===== config.mk =====
export PLATFORM = sky130hd
export DESIGN_NAME = ssd_scan_ctrl
export DESIGN_NICKNAME = d
export VERILOG_FILES = /design/src/rtl/ssd_pkg.sv /design/src/rtl/ssd_refresh_timer.sv /design/src/rtl/ssd_scan_ctrl.sv
export SDC_FILE = /design/constraint.sdc
export NUM_CORES = 1
export LEC_CHECK = 0
export ABC_AREA = 0
export CAP_MARGIN = 20
export CORE_ASPECT_RATIO = 0.8
export CORE_UTILIZATION = 30
export CTS_BUF_LIST = sky130_fd_sc_hd__clkbuf_8
export DETAILED_ROUTE_END_ITERATION = 8
export GPL_TIMING_DRIVEN = 1
export HOLD_SLACK_MARGIN = 0.06
export PLACE_DENSITY = 0.59
export SETUP_SLACK_MARGIN = 0.15
export SLEW_MARGIN = 20
export SYNTH_ARGS = -nofsm -noshare
export SYNTH_HDL_FRONTEND = slang
export SYNTH_SLANG_ARGS = --single-unit

===== constraint.sdc =====
create_clock -name clk -period 1.85 [get_ports clk]
set_input_delay 0.37 -clock clk [delete_from_list [all_inputs] [get_ports clk]]
set_output_delay 0.37 -clock clk [all_outputs]
set_load 0.02 [all_outputs]

===== src/rtl/ssd_pkg.sv =====
// Shared types and constants for the seven-segment scan controller.
// Optional PWM dimming is enabled by defining SSD_DIMMING_EN.
package ssd_pkg;

  typedef enum logic {
    BLANK = 1'b0,
    DRIVE = 1'b1
  } scan_state_t;

  // Wide all-ones constants, sliced down to the digit/segment width at use.
  localparam logic [31:0] SEG_OFF   = '1;
  localparam logic [31:0] ANODE_OFF = '1;

  function automatic int idx_w(input int num_digits);
    return (num_digits > 1) ? $clog2(num_digits) : 1;
  endfunction

endpackage


===== src/rtl/ssd_refresh_timer.sv =====
// Slot timer: counts 0..DWELL_CYCLES-1 and strobes slot_wrap / blank_done.
module ssd_refresh_timer #(
  parameter int DWELL_CYCLES = 100000,
  parameter int BLANK_CYCLES = 1000,
  parameter int CNT_W        = $clog2(DWELL_CYCLES)
) (
  input  logic             clk,
  input  logic             rst,
  output logic [CNT_W-1:0] slot_cnt,
  output logic             slot_wrap,
  output logic             blank_done
);

  logic [CNT_W-1:0] slot_cnt_q;
  logic [CNT_W-1:0] slot_cnt_d;

  always_comb begin
    slot_wrap  = (slot_cnt_q == CNT_W'(DWELL_CYCLES - 1));
    blank_done = (slot_cnt_q == CNT_W'(BLANK_CYCLES - 1));
    slot_cnt_d = slot_wrap ? '0 : slot_cnt_q + CNT_W'(1);
  end

  always_ff @(posedge clk) begin
    if (rst) begin
      slot_cnt_q <= '0;
    end else begin
      slot_cnt_q <= slot_cnt_d;
    end
  end

  assign slot_cnt = slot_cnt_q;

endmodule


===== src/rtl/ssd_scan_ctrl.sv =====
// N-digit seven-segment scan controller with blanking, enable mask and frame-coherent latching.
// Define SSD_DIMMING_EN to add the brightness port and per-slot PWM dimming.
module ssd_scan_ctrl
  import ssd_pkg::*;
#(
  parameter int NUM_DIGITS   = 4,
  parameter int SEG_W        = 8,
  parameter int DWELL_CYCLES = 100000,
  parameter int BLANK_CYCLES = 1000
) (
  input  logic                        clk,
  input  logic                        rst,
  input  logic [NUM_DIGITS*SEG_W-1:0] digits,
  input  logic [NUM_DIGITS-1:0]       digit_en,
`ifdef SSD_DIMMING_EN
  input  logic [3:0]                  brightness,
`endif
  output logic [SEG_W-1:0]            cathode,
  output logic [NUM_DIGITS-1:0]       anode,
  output logic                        frame_start
);

  localparam int IDX_W = idx_w(NUM_DIGITS);
  localparam int CNT_W = $clog2(DWELL_CYCLES);

  logic [CNT_W-1:0] slot_cnt;
  logic             slot_wrap;
  logic             blank_done;

  scan_state_t                 state_q, state_d;
  logic [IDX_W-1:0]            idx_q, idx_d;
  logic [NUM_DIGITS*SEG_W-1:0] shadow_q, shadow_d;
  logic [NUM_DIGITS-1:0]       anode_q, anode_d;
  logic [SEG_W-1:0]            cathode_q, cathode_d;
  logic                        frame_start_q, frame_start_d;
  logic                        pwm_on;

  ssd_refresh_timer #(
    .DWELL_CYCLES(DWELL_CYCLES),
    .BLANK_CYCLES(BLANK_CYCLES),
    .CNT_W       (CNT_W)
  ) u_timer (
    .clk       (clk),
    .rst       (rst),
    .slot_cnt  (slot_cnt),
    .slot_wrap (slot_wrap),
    .blank_done(blank_done)
  );

  always_ff @(posedge clk) begin
    if (rst) begin
      state_q <= BLANK;
    end else begin
      state_q <= state_d;
    end
  end

  always_comb begin
    state_d = state_q;
    case (state_q)
      BLANK:   if (blank_done) state_d = DRIVE;
      DRIVE:   if (slot_wrap)  state_d = BLANK;
      default: state_d = BLANK;
    endcase
  end

`ifdef SSD_DIMMING_EN
  logic [3:0] pwm_cnt_q, pwm_cnt_d;

  // Cleared throughout BLANK so every DRIVE phase begins a fresh PWM window.
  always_comb begin
    pwm_cnt_d = (state_q == DRIVE) ? pwm_cnt_q + 4'd1 : 4'd0;
    pwm_on    = (pwm_cnt_q < brightness);
  end

  always_ff @(posedge clk) begin
    if (rst) begin
      pwm_cnt_q <= 4'd0;
    end else begin
      pwm_cnt_q <= pwm_cnt_d;
    end
  end
`else
  always_comb pwm_on = 1'b1;
`endif

  // Snapshot taken on the first cycle of slot 0, so the whole frame is coherent.
  always_comb begin
    idx_d = idx_q;
    if (slot_wrap) begin
      idx_d = (idx_q == IDX_W'(NUM_DIGITS - 1)) ? '0 : idx_q + IDX_W'(1);
    end
    frame_start_d = (slot_cnt == '0) && (idx_q == '0);
    shadow_d      = frame_start_d ? digits : shadow_q;
  end

  always_comb begin
    anode_d   = ANODE_OFF[NUM_DIGITS-1:0];
    cathode_d = SEG_OFF[SEG_W-1:0];
    if (state_q == DRIVE) begin
      for (int k = 0; k < NUM_DIGITS; k++) begin
        if (IDX_W'(k) == idx_q) begin
          cathode_d  = shadow_q[k*SEG_W +: SEG_W];
          anode_d[k] = ~(digit_en[k] & pwm_on);
        end
      end
    end
  end

  always_ff @(posedge clk) begin
    if (rst) begin
      idx_q         <= '0;
      shadow_q      <= '1;
      anode_q       <= ANODE_OFF[NUM_DIGITS-1:0];
      cathode_q     <= SEG_OFF[SEG_W-1:0];
      frame_start_q <= 1'b0;
    end else begin
      idx_q         <= idx_d;
      shadow_q      <= shadow_d;
      anode_q       <= anode_d;
      cathode_q     <= cathode_d;
      frame_start_q <= frame_start_d;
    end
  end

  assign anode       = anode_q;
  assign cathode     = cathode_q;
  assign frame_start = frame_start_q;

endmodule


# [Word level (Yosys, flattened, before mapping)]
# Index checks and enable logic that the tools add are counted.
[word_totals] regBits=65 in_bits=38 output_inout_bits=13 word_cells=44
[classes] addsub=2 eq_ne=6 mux=8 n_bitwise=9 reduce_logical=9
[op_table] operator="$mux 8" n=4
[op_table] operator="$add 17x1->17 const B" n=1
[op_table] operator="$eq 17x10->1 const B" n=1
[op_table] operator="$eq 17x17->1 const B" n=1
[op_table] operator="$logic_not 17->1" n=1
[op_table] operator="$reduce_or 3->1" n=4
[op_table] operator="$not 1->1" n=9
[op_table] operator="$eq 2x2->1 const A" n=2
[op_table] operator="$reduce_or 2->1" n=2
[op_table] operator="$add 2x1->2 const B" n=1
[op_table] operator="$eq 1x2->1 const A" n=1
[op_table] operator="$eq 2x2->1 const B" n=1
[op_table] operator="$logic_not 2->1" n=1
[op_table] operator="$mux 1" n=2
[op_table] operator="$mux 2" n=1
[op_table] operator="$pmux 1 s2" n=1
[op_table] operator="$logic_and 1x1->1" n=1

# [Logic depth before layout (Yosys ltp)]
# Gate-level depths: netlist of run 1.
[depth] ltp_word=5 mapped_depth=8 ltp_nobuf=6

# [Cells and area by module]
# From an unflattened synthesis of run 1, not the netlist that was laid out.
[hier_totals] hier_cells=332 hier_area_um2=2975.4
[modules_own_cells] mod="ssd_scan_ctrl" n_inst=1 cells_per_inst=235 area_per_inst_um2=2142.1 seq_area_each_um2=960.9
[modules_own_cells] mod="ssd_refresh_timer" n_inst=1 cells_per_inst=97 area_per_inst_um2=833.3 seq_area_each_um2=340.3

# [Least setup slack after synthesis of run 1]
# Ideal clock, no wire load.
[synth_timing] path_kind="flip-flop to flip-flop" start="register u_timer.slot_cnt_q[11] (netlist: u_timer.slot_cnt[11])" end="register shadow_q[16]" setup_ns=0.120 arrival_time_ns=1.754 t_required_ns=1.730 path_slack_ns=-0.024 stages_incl_launch_ff=7 cell_sequence="dfxtp_1 > or4_4 > or3_1 > buf_2 > buf_6 > nor3_1 > o21bai_1"
[synth_between] elab_chain_len=2
[synth_lines] item="from (decl)" line_no="ssd_refresh_timer.sv:14" source="logic [CNT_W-1:0] slot_cnt_q;"
[synth_lines] item="from (signal assigned)" line_no="ssd_refresh_timer.sv:27" source="slot_cnt_q <= slot_cnt_d;"
[synth_lines] item="$logic_not 17->1" line_no="ssd_scan_ctrl.sv:93" source="frame_start_d = (slot_cnt == '0) && (idx_q == '0);"
[synth_lines] item="$logic_and 1x1->1" line_no="ssd_scan_ctrl.sv:93"
[synth_lines] item="to (signal assigned)" line_no="ssd_scan_ctrl.sv:119" source="shadow_q <= shadow_d;"
[synth_lines] item="to (decl)" line_no="ssd_scan_ctrl.sv:32" source="logic [NUM_DIGITS*SEG_W-1:0] shadow_q, shadow_d;"
# No other way between the ends.
# A chain may end at the register's enable or synchronous reset.

# [Final worst setup path of run 1]
[layout_timing] start="register u_timer.slot_cnt_q[11] (netlist: u_timer.slot_cnt[11])" end="register shadow_q[27]"
# Same word-level chain as after synthesis.

==> results of run 1 <==
==> per-stage QoR <==
| step | cells | utilization, % |
|---|---|---|
| 2_1_floorplan | 338 | - |
| 3_3_place_gp | 529 | 40.3 |
| 3_5_place_dp | 529 | 40.3 |
| 4_1_cts | 547 | 43.3 |
| 5_1_grt | 547 | 44.4 |
| 6_report | 547 | 44.4 |
==> cell usage after synthesis (all sizes together) (3+ instances only) <==
cell type,number
a21oi,34
nand4,8
nor3b,8
nand3,11
nor3,49
o21bai,33
nor2b,17
or4,3
o21ai,11
nand2,4
ha,6
inv,6
clkbuf,25
nor2,19
xnor2,13
buf,4
nor4,6
dfxtp,65
a211oi,8
==> state kept, by name, indices dropped and copies added (netlist names) <==
signal,cells
u_timer.slot_cnt,17
shadow_q,32
frame_start,1
cathode,8
state_q,1
idx_q,2
anode,4
==> worst max-delay path, stage by stage (launching register included) <==
cell      delay, ns
dfxtp_2        0.32
or4_4          0.53
or3_4          0.44
buf_12         0.19
nor3_2         0.16
o21bai_1       0.08
==> metal layers <==
metal	up-vias	wire length, microns	track usage [%]
met1	1251	3960	23.0
met4	0	115	5.26
met2	58	3490	23.8
li1	1337	-	-
met3	13	398	4.81
met5	-	0	0
==> layout make-up <==
class | instances | area (sq um)
Tap cell | 136 | 170
Clock inverter | 6 | 58.8
Inverter | 6 | 22.5
Sequential cell | 65 | 1310
Multi-Input combinational cell | 238 | 1760
Timing Repair Buffer | 86 | 846
Fill cell | 975 | 5390
Clock buffer | 10 | 138
==> worst max path at each step <==
stage | slack (ns) | endpoint | from | cells after the start
final | 0.02 | shadow_q[27] | u_timer.slot_cnt[11] | 5
after global routing | -0.04 | shadow_q[8] | u_timer.slot_cnt[11] | 5
after CTS | 0.01 | shadow_q[3] | u_timer.slot_cnt[16] | 5
after detailed placement | -0.1 | shadow_q[29] | u_timer.slot_cnt[16] | 5
after global placement | -0.07 | shadow_q[30] | u_timer.slot_cnt[16] | 5
after floorplan | 0.05 | shadow_q[10] | u_timer.slot_cnt[16] | 6
==> logic make-up after synthesis <==
group / share of synthesized area (%)
XOR/XNOR: 4.38
AO/OA/AOI/OAI: 18.0
adder cells (fa/ha/maj): 2.51
buffers and inverters: 5.18
flip-flops: 43.4
AND/OR/NAND/NOR: 26.5
==> cell usage in the layout, fill, tap and decap left out, types with 2 or more instances in the layout <==
master,count
buf_12,3
dfxtp_2,5
nor2b_1,17
nand4_1,8
nor3_4,3
clkinv_2,2
a211oi_2,4
nor3b_1,5
or4_4,2
clkinvlp_4,2
buf_6,4
nor3_1,14
xor2_1,2
o21ai_0,11
dfxtp_1,60
nor2_1,19
nand3_1,10
nand2_1,4
clkbuf_8,10
a21oi_1,34
a211oi_1,4
o21bai_1,32
nor3_2,32
nor4_1,3
xnor2_1,13
nor3b_2,3
buf_4,28
clkdlybuf4s50_1,49
inv_1,7
nor4_2,2
ha_1,4
==> where the power goes <==
group	internal [uW]	switching [uW]	leakage [uW]
Combinational	227	219	0.000972
Sequential	1470	43.3	0.000535
Clock	648	548	0.0000995
Total	2350	810	0.00161
==> repair_timing <==
item                       4_1_cts  5_1_grt
cloned                           1        0
pin swaps                        1        6
setup endpoints to repair       37       43
buffers inserted                 1        0
gates resized for setup         13       21
==> results_dict.tcl, run 1 <==
set metrics [dict create \
    status "completed" \
    cts_max_level 3 \
    relSlewSlack_pct 72.9 \
    finalPower_uw 3160 \
    ios 51 \
    fin_ws_ns 0.0203 \
    cts_root_buf "clkbuf_8" \
    cap_violations 0 \
    setup_tns_ns 0 \
    rows 32 \
    post-route-period-util_pct 98.9 \
    syn_area_sq_mm 0.00300 \
    seq_area_frac_synth_pct 43.4 \
    clockBufferDepth 2 \
    min_delay_worst_endpoint "shadow_q[24]" \
    worst-setup-path-type "flop to flop" \
    holdWs_ns 0.515 \
    grt_pass1_wl_microns 13200 \
    clock_latency_ns 0.35 \
    grtUsageTotal_pct 16.4 \
    synth_cell_type_count 28 \
    cp.arrival_ns 2.07 \
    cts_tree "done" \
    first_global_vias 2580 \
    ff2ff_path_depth 5 \
    viasPerCell 4.86 \
    worstPathRequired_ns 2.09 \
    syn_avg_cell_area_sq_um 8.87 \
    worst_slew_pin_slew_ns 0.406 \
    placed_area_sq_mm 0.00391 \
    ant_nets 0 \
    yosys_warnings 0 \
    setup.worst_path.end_class "flop" \
    num_vias 2659 \
    drtPass1Iterations 4 \
    fin_nets 450 \
    clk_pin_slew_ns 0.06 \
    synth_edf_count 0 \
    peakVddDrop_mv 0.471 \
    dp_slack_ns -0.0953 \
    async_reset_ff_share_pct 0 \
    rr_endpoint "shadow_q[27]" \
    worstSetupStartpointType "flop" \
    syn-num-nets 382 \
    power_leakage_uw 0.00161 \
    drc 0 \
    syn_to_final_growth_pct 43.5 \
    min_path_cells 2 \
    drt-initial-drc-count 145 \
    cp_max_fo 17 \
    ys.flop_type "dfxtp_1" \
    pwr_density_cell_mw_per_mm2 734 \
    synth_cells 338 \
    place.gp.congestion 0.796 \
    antenna_found_initial 0 \
    postCtsHoldBufs 0 \
    rr_startpoint "u_timer.slot_cnt[11]" \
    ys_ff_latch 65 \
    rsz0062_at_grt "yes" \
    die_w_microns 114 \
    ys_top_cells_by_area "dfxtp_1, o21bai_1, nor3_2, a21oi_1, nor3_1" \
    design_area_sq_mm 0.00430 \
    coreArea_sq_mm 0.00969 \
    initial_core_util_pct 30.9 \
    drive_gt1_share_pct 26.8 \
    final-max-slew-violation-count 0 \
    worst_hold_path_type "flop to flop" \
    grt_max_degree 34 \
    antenna_cells 0 \
    cts_num_sinks 65 \
    hpwl_microns 5470 \
    min_from "shadow_q[24]" \
    grt_overflow 0 \
    finClkSkew_ns 0.00472 \
    routed_wl_microns 7960 \
    synth_top_area_share_pct 43.4 \
    finalSetupViolations 0 \
    portBuffers 50 \
    r2r_setup_slack_ns 0.02 \
    dieArea_sq_mm 0.0104 \
    period_needed_ns 1.83 \
    fmax_mhz 547 \
    wl_per_cell_microns 14.6 \
    hold_viol_final 0 \
    cts_buffers 9 \
    synth_top_area_cell "dfxtp_1" \
    die_h_microns 91.4 \
]
No activity file was read; power rests on OpenSTA's default activity.
==> run 2, diff against run 1 <==
- CORE_UTILIZATION: 30 -> 49
- PLACE_DENSITY: 0.59 -> 0.76
- SYNTH_HIERARCHICAL: unset -> 1
==> run 2 against run 1 <==
First-iteration DRC count is 81% higher. Highest routed layer unchanged. Sequential power hardly changed. Register-to-register slack better by 0.13 ns. Largest power group unchanged. Critical endpoint is now idx_q[1]. Sequential share of layout area is 4.2 points higher. Synthesized cell count is 1.8% lower. Core utilization is 23 points higher.
==> results_dict.tcl, run 2 <==
set metrics [dict create \
    status "completed" \
    viasPerCell 5.31 \
    syn_to_final_growth_pct 28.1 \
    setup_tns_ns 0 \
    ys_ff_latch 65 \
    yosysMostFrequentCell "nor2_1" \
    worstPathRequired_ns 2.08 \
    cts_tree "done" \
    peakVddDrop_mv 0.469 \
    hpwl_microns 4470 \
    antenna_found_initial 0 \
    cp-endpoint "idx_q[1]" \
    rr_startpoint "u_timer/slot_cnt[12]" \
    power_leakage_uw 0.00143 \
    layout_commonest_cell "nor2_1" \
    initial_core_util_pct 52.7 \
    ys.flop_type "dfxtp_1" \
    drt-initial-drc-count 263 \
    grt_pass1_wl_microns 10500 \
    cp.depth 5 \
    first_global_vias 2153 \
    design_area_sq_mm 0.00381 \
    setup.worst_path.end_class "flop" \
    rsz0062_at_grt "yes" \
    ios 51 \
    rr_endpoint "idx_q[1]" \
    finalSetupViolations 0 \
    cts_buffers 9 \
    max_stage_delay_ns 0.56 \
    p_clk_share_pct 38.7 \
    post-route-period-util_pct 91.8 \
    p_int_uw 2400 \
    syn_avg_cell_area_sq_um 8.96 \
    ys_top_cells_by_area "dfxtp_1, mux2i_1, nor2_1, xnor2_1, nor2b_1" \
    rows 24 \
    die_h_microns 71.7 \
    cp.arrival_ns 1.92 \
    grt_max_degree 71 \
    path_delay_family "simple AND/OR/NAND/NOR gates" \
    synth_top_area_cell "dfxtp_1" \
    routed_wl_microns 6800 \
    crit_start "u_timer/slot_cnt[12]" \
    period_needed_ns 1.70 \
    drive_gt1_share_pct 13.2 \
    cts_num_sinks 65 \
    die_w_microns 89.1 \
    worst_hold_path_type "flop to flop" \
    ant_nets 0 \
    synth_edf_count 0 \
    p_comb_share_pct 13.0 \
    clockBufferDepth 2 \
    worstSetupStartpointType "flop" \
    cts_root_buf "clkbuf_8" \
    worst-setup-path-type "flop to flop" \
    seq_area_frac_synth_pct 43.7 \
    wl_per_cell_microns 14.7 \
    regMostFlops "shadow_q" \
    fmax_mhz 589 \
    clk_pin_slew_ns 0.07 \
    postCtsHoldBufs 0 \
    cts_max_level 3 \
    hold_viol_final 0 \
    cap_violations 0 \
    slowest_stage "or4_4" \
    placed_area_sq_mm 0.00351 \
    syn_area_sq_mm 0.00298 \
    largest_register_ffs 32 \
    place.gp.congestion 0.917 \
    syn-num-nets 376 \
    power_switching_share_pct 24.8 \
    ff2ff_path_depth 5 \
    grt_overflow 0 \
    mostFrequentLayoutCells "nor2_1, dfxtp_1, clkdlybuf4s50_1" \
    grtUsageTotal_pct 22.2 \
    drtPass1Iterations 5 \
    cp_max_fo 3 \
    synth_top_area_share_pct 43.7 \
    async_reset_ff_share_pct 0 \
    dieArea_sq_mm 0.00639 \
    relSlewSlack_pct 39.7 \
    coreArea_sq_mm 0.00565 \
    power.switching_uw 793 \
    path_cells "or4_4 -> nor4_4 -> buf_4 -> mux2i_1 -> nor2_1" \
    pwr_density_cell_mw_per_mm2 839 \
    drc 0 \
    portBuffers 50 \
    post-route-util_pct 67.5 \
    num_vias 2460 \
    fin_nets 424 \
    final-max-slew-violation-count 0 \
    seq_power_share_pct 48.3 \
    synth_cells 332 \
    synth_cell_type_count 30 \
    worst_slew_pin_slew_ns 0.902 \
    cp_num_buf_inv 1 \
    yosys_warnings 6 \
    antenna_cells 0 \
    clock_latency_ns 0.35 \
    r2r_setup_slack_ns 0.15 \
    finClkSkew_ns 0.00734 \
    synth_common_cells "nor2_1, dfxtp_1, mux2i_1, nor2b_1, clkbuf_1" \
]
run 2: metrics by stage:
| step | hold slack [ns] | worst slack [ns] | power (uW) | cells |
|---|---|---|---|---|
| after floorplan | 0.442 | 0.179 | 1840 | 332 |
| after global placement | 0.490 | 0.163 | 1960 | 444 |
| after detailed placement | 0.501 | 0.113 | 1960 | 444 |
| after CTS | 0.506 | 0.122 | 3200 | 461 |
| after global routing | 0.520 | 0.114 | 3330 | 463 |
| final | 0.498 | 0.152 | 3200 | 463 |
run 2: timing repair:
item,in CTS,in global routing
pin swaps,1,9
resized for setup,2,20
buffers inserted,1,1
setup endpoints to repair,21,60
gates cloned,0,1
run 2: how the worst min path moves through the flow:
stage / from / to / slack, ns / cells after the start
finish: u_timer/slot_cnt[0] / u_timer/slot_cnt[0] / 0.50 / 1
global route: digit_en[0] / anode[0] / 0.52 / 2
CTS: rst / state_q / 0.51 / 3
detailed placement: shadow_q[26] / shadow_q[26] / 0.50 / 2
global placement: state_q / state_q / 0.49 / 2
floorplan: rst / u_timer/slot_cnt[4] / 0.44 / 1
run 2: area by class of cell:
type                       instances  area, sq um
clock inverter                     5         55.1
tap                               78         97.6
inverter                           5         18.8
multi-input combinational        240         1550
timing repair buffer              59          621
clock buffer                      11          151
sequential                        65         1320
fill                             475         1830
run 2: worst reg2reg max path, delay by kind of cell, from the launching register on:
kind,cells,cell delay [ns]
simple gates,3,0.88
flops,1,0.35
mux,1,0.18
buf+inv,1,0.16
run 2: metal layers:
layer	GRT usage [%]	vias up	wire length (microns)	part of all wire, %
met2	30.0	99	2860	42
met1	32.0	1127	3230	48
met4	10.1	0	128	1.9
li1	-	1224	-	-
met3	7.03	10	574	8.4
met5	0	-	0	0
run 2: power groups by stage:
stage               Sequential, uW  Combinational, uW  Clock (uW)
finish                        1540                416        1240
global route                  1550                451        1320
CTS                           1540                393        1260
detailed placement            1570                389           0
global placement              1570                384           0
floorplan                     1550                288           0
run 2: logic make-up (layout without fill, tap and decap cells):
group | count (synthesis) | in the layout | synth area share (%)
AO/OA/AOI/OAI | 17 | 17 | 3.53
adder cells (fa/ha/maj) | 6 | 6 | 2.52
buffers and inverters | 27 | 80 | 5.47
XOR/XNOR | 15 | 15 | 4.42
multiplexers | 34 | 34 | 11.4
flip-flops | 65 | 65 | 43.7
AND/OR/NAND/NOR | 168 | 168 | 28.9
==> run 3, diff against run 2 <==
- CORE_MARGIN: unset -> 5
- CORE_UTILIZATION: 49 -> 59
- DONT_BUFFER_PORTS: unset -> 1
==> run 3 against run 2 <==
Via count is 7.0% lower. Core utilization is 1.7 points lower. Sequential power hardly changed. Power is 6.3% lower. Largest power group unchanged.
==> results_dict.tcl, run 3 (synthesis results as in run 2) <==
set metrics [dict create \
    status "completed" \
    n_fill_cell 407 \
    clk_pin_slew_ns 0.07 \
    clock_latency_ns 0.35 \
    grtUsageTotal_pct 20.7 \
    r2r_setup_slack_ns 0.15 \
    grt_pass1_wl_microns 10100 \
    power_switching_share_pct 25.0 \
    initial_core_util_pct 60.1 \
    fin_ws_ns 0.154 \
    setup.worst_path.end_class "flop" \
    die_w_microns 89.4 \
    period_needed_ns 1.70 \
    layout_commonest_cell "nor2_1" \
    seq_power_share_pct 51.6 \
    num_vias 2288 \
    p_int_uw 2250 \
    clockBufferDepth 2 \
    viasPerCell 5.72 \
    drc 0 \
    regMostFlops "shadow_q" \
    min_delay_worst_endpoint "u_timer/slot_cnt[4]" \
    cp_max_fo 16 \
    cp.arrival_ns 1.93 \
    wl_per_cell_microns 16.2 \
    fmax_mhz 590 \
    post-route-period-util_pct 91.7 \
    coreArea_sq_mm 0.00495 \
    fin_nets 378 \
    ff2ff_path_depth 5 \
    routed_wl_microns 6490 \
    cts_buffers 9 \
    worstSetupStartpointType "flop" \
    place.gp.congestion 0.885 \
    dp.cells 379 \
    finalSetupViolations 0 \
    power_leakage_uw 0.00121 \
    cap_violations 0 \
    finClkSkew_ns 0.00783 \
    hold_viol_final 0 \
    drt-initial-drc-count 277 \
    ios 51 \
    min_path_cells 1 \
    rr_endpoint "u_timer/slot_cnt[14]" \
    ant_nets 0 \
    worst-setup-path-type "flop to flop" \
    rows 23 \
    p_comb_share_pct 10.2 \
    peakVddDrop_mv 0.819 \
    cts_max_level 3 \
    instances_no_fill 400 \
    relSlewSlack_pct 58.6 \
    power.switching_uw 748 \
    cts_root_buf "clkbuf_8" \
    p_clk_share_pct 38.2 \
    antenna_found_initial 0 \
    grt_overflow 0 \
    worst_hold_path_type "input pin to flop" \
    final-max-slew-violation-count 0 \
    hpwl_microns 4520 \
    min_from "rst" \
    worstPathRequired_ns 2.08 \
    mostFrequentLayoutCells "nor2_1, dfxtp_1, mux2i_1" \
    drtPass1Iterations 5 \
    drive_gt1_share_pct 13.6 \
    first_global_vias 2054 \
    portBuffers 0 \
    largest_register_ffs 32 \
    worst_slew_pin_slew_ns 0.620 \
    grt_max_degree 72 \
    cts_tree "done" \
    pwr_density_cell_mw_per_mm2 920 \
    setup_tns_ns 0 \
    dieArea_sq_mm 0.00657 \
    syn_to_final_growth_pct 9.46 \
    cts_num_sinks 65 \
    die_h_microns 73.5 \
    rr_startpoint "u_timer/slot_cnt[8]" \
    antenna_cells 0 \
    dp_slack_ns -0.00757 \
    rsz0062_at_grt "yes" \
]
[run 3: timing repair]
| item | in CTS | in global routing |
|---|---|---|
| endpoints found under the setup margin | 19 | 53 |
| hold buffers | 0 | 0 |
| gates resized for setup | 10 | 6 |
| setup buffers | 2 | 4 |
| pin swaps | 1 | 4 |
[run 3: power by group through the flow]
stage | Clock (uW) | Combinational [uW] | Sequential [uW]
after global routing | 1220 | 333 | 1550
after floorplan | 0 | 288 | 1550
after global placement | 0 | 285 | 1580
final | 1150 | 305 | 1540
after CTS | 1160 | 297 | 1540
after detailed placement | 0 | 296 | 1580
[run 3: routing by layer]
| metal | share of wire, % | wire length (microns) | global-route usage (%) |
|---|---|---|---|
| met1 | 47 | 3040 | 30.3 |
| met2 | 41 | 2690 | 28.0 |
| met3 | 10 | 671 | 6.61 |
| met4 | 1.3 | 82 | 7.60 |
| met5 | 0 | 0 | 0 |
[run 3: per-stage QoR]
step / power [uW] / hold slack [ns] / util [%] / instance area, sq um
2_1_floorplan: 1840 / 0.442 / - / 2980
3_3_place_gp: 1860 / 0.450 / 60.3 / 2990
3_5_place_dp: 1870 / 0.455 / 60.3 / 2990
4_1_cts: 3000 / 0.0848 / 64.7 / 3200
5_1_grt: 3110 / 0.0844 / 65.8 / 3260
6_report: 2990 / 0.0961 / 65.8 / 3260
[run 3: worst max path at each step]
stage                     cells past startpoint              endpoint                  from  slack, ns
after detailed placement                      6  u_timer/slot_cnt[14]   u_timer/slot_cnt[0]     -0.008
after CTS                                     5              idx_q[1]   u_timer/slot_cnt[6]       0.15
after global placement                        6  u_timer/slot_cnt[11]   u_timer/slot_cnt[0]       0.04
final                                         5  u_timer/slot_cnt[14]   u_timer/slot_cnt[8]       0.15
after floorplan                               6   u_timer/slot_cnt[0]  u_timer/slot_cnt[13]       0.18
after global routing                          5              idx_q[1]   u_timer/slot_cnt[8]       0.06
[run 3: worst max-delay path, cell delays in order, from the launching register on]
cell	delay [ns]
dfxtp_4	0.35
or4b_4	0.54
nor4_4	0.28
or2_1	0.17
buf_6	0.16
nor2_1	0.07
[run 3: area by class of cell]
class | count | area, sq um | area share, %
timing repair buffer | 13 | 126 | 3.88
multi-input combinational | 240 | 1540 | 47.1
inverter | 5 | 18.8 | 0.576
sequential | 65 | 1320 | 40.4
clock buffer | 9 | 124 | 3.80
tap | 62 | 77.6 | 2.38
clock inverter | 6 | 60.1 | 1.84
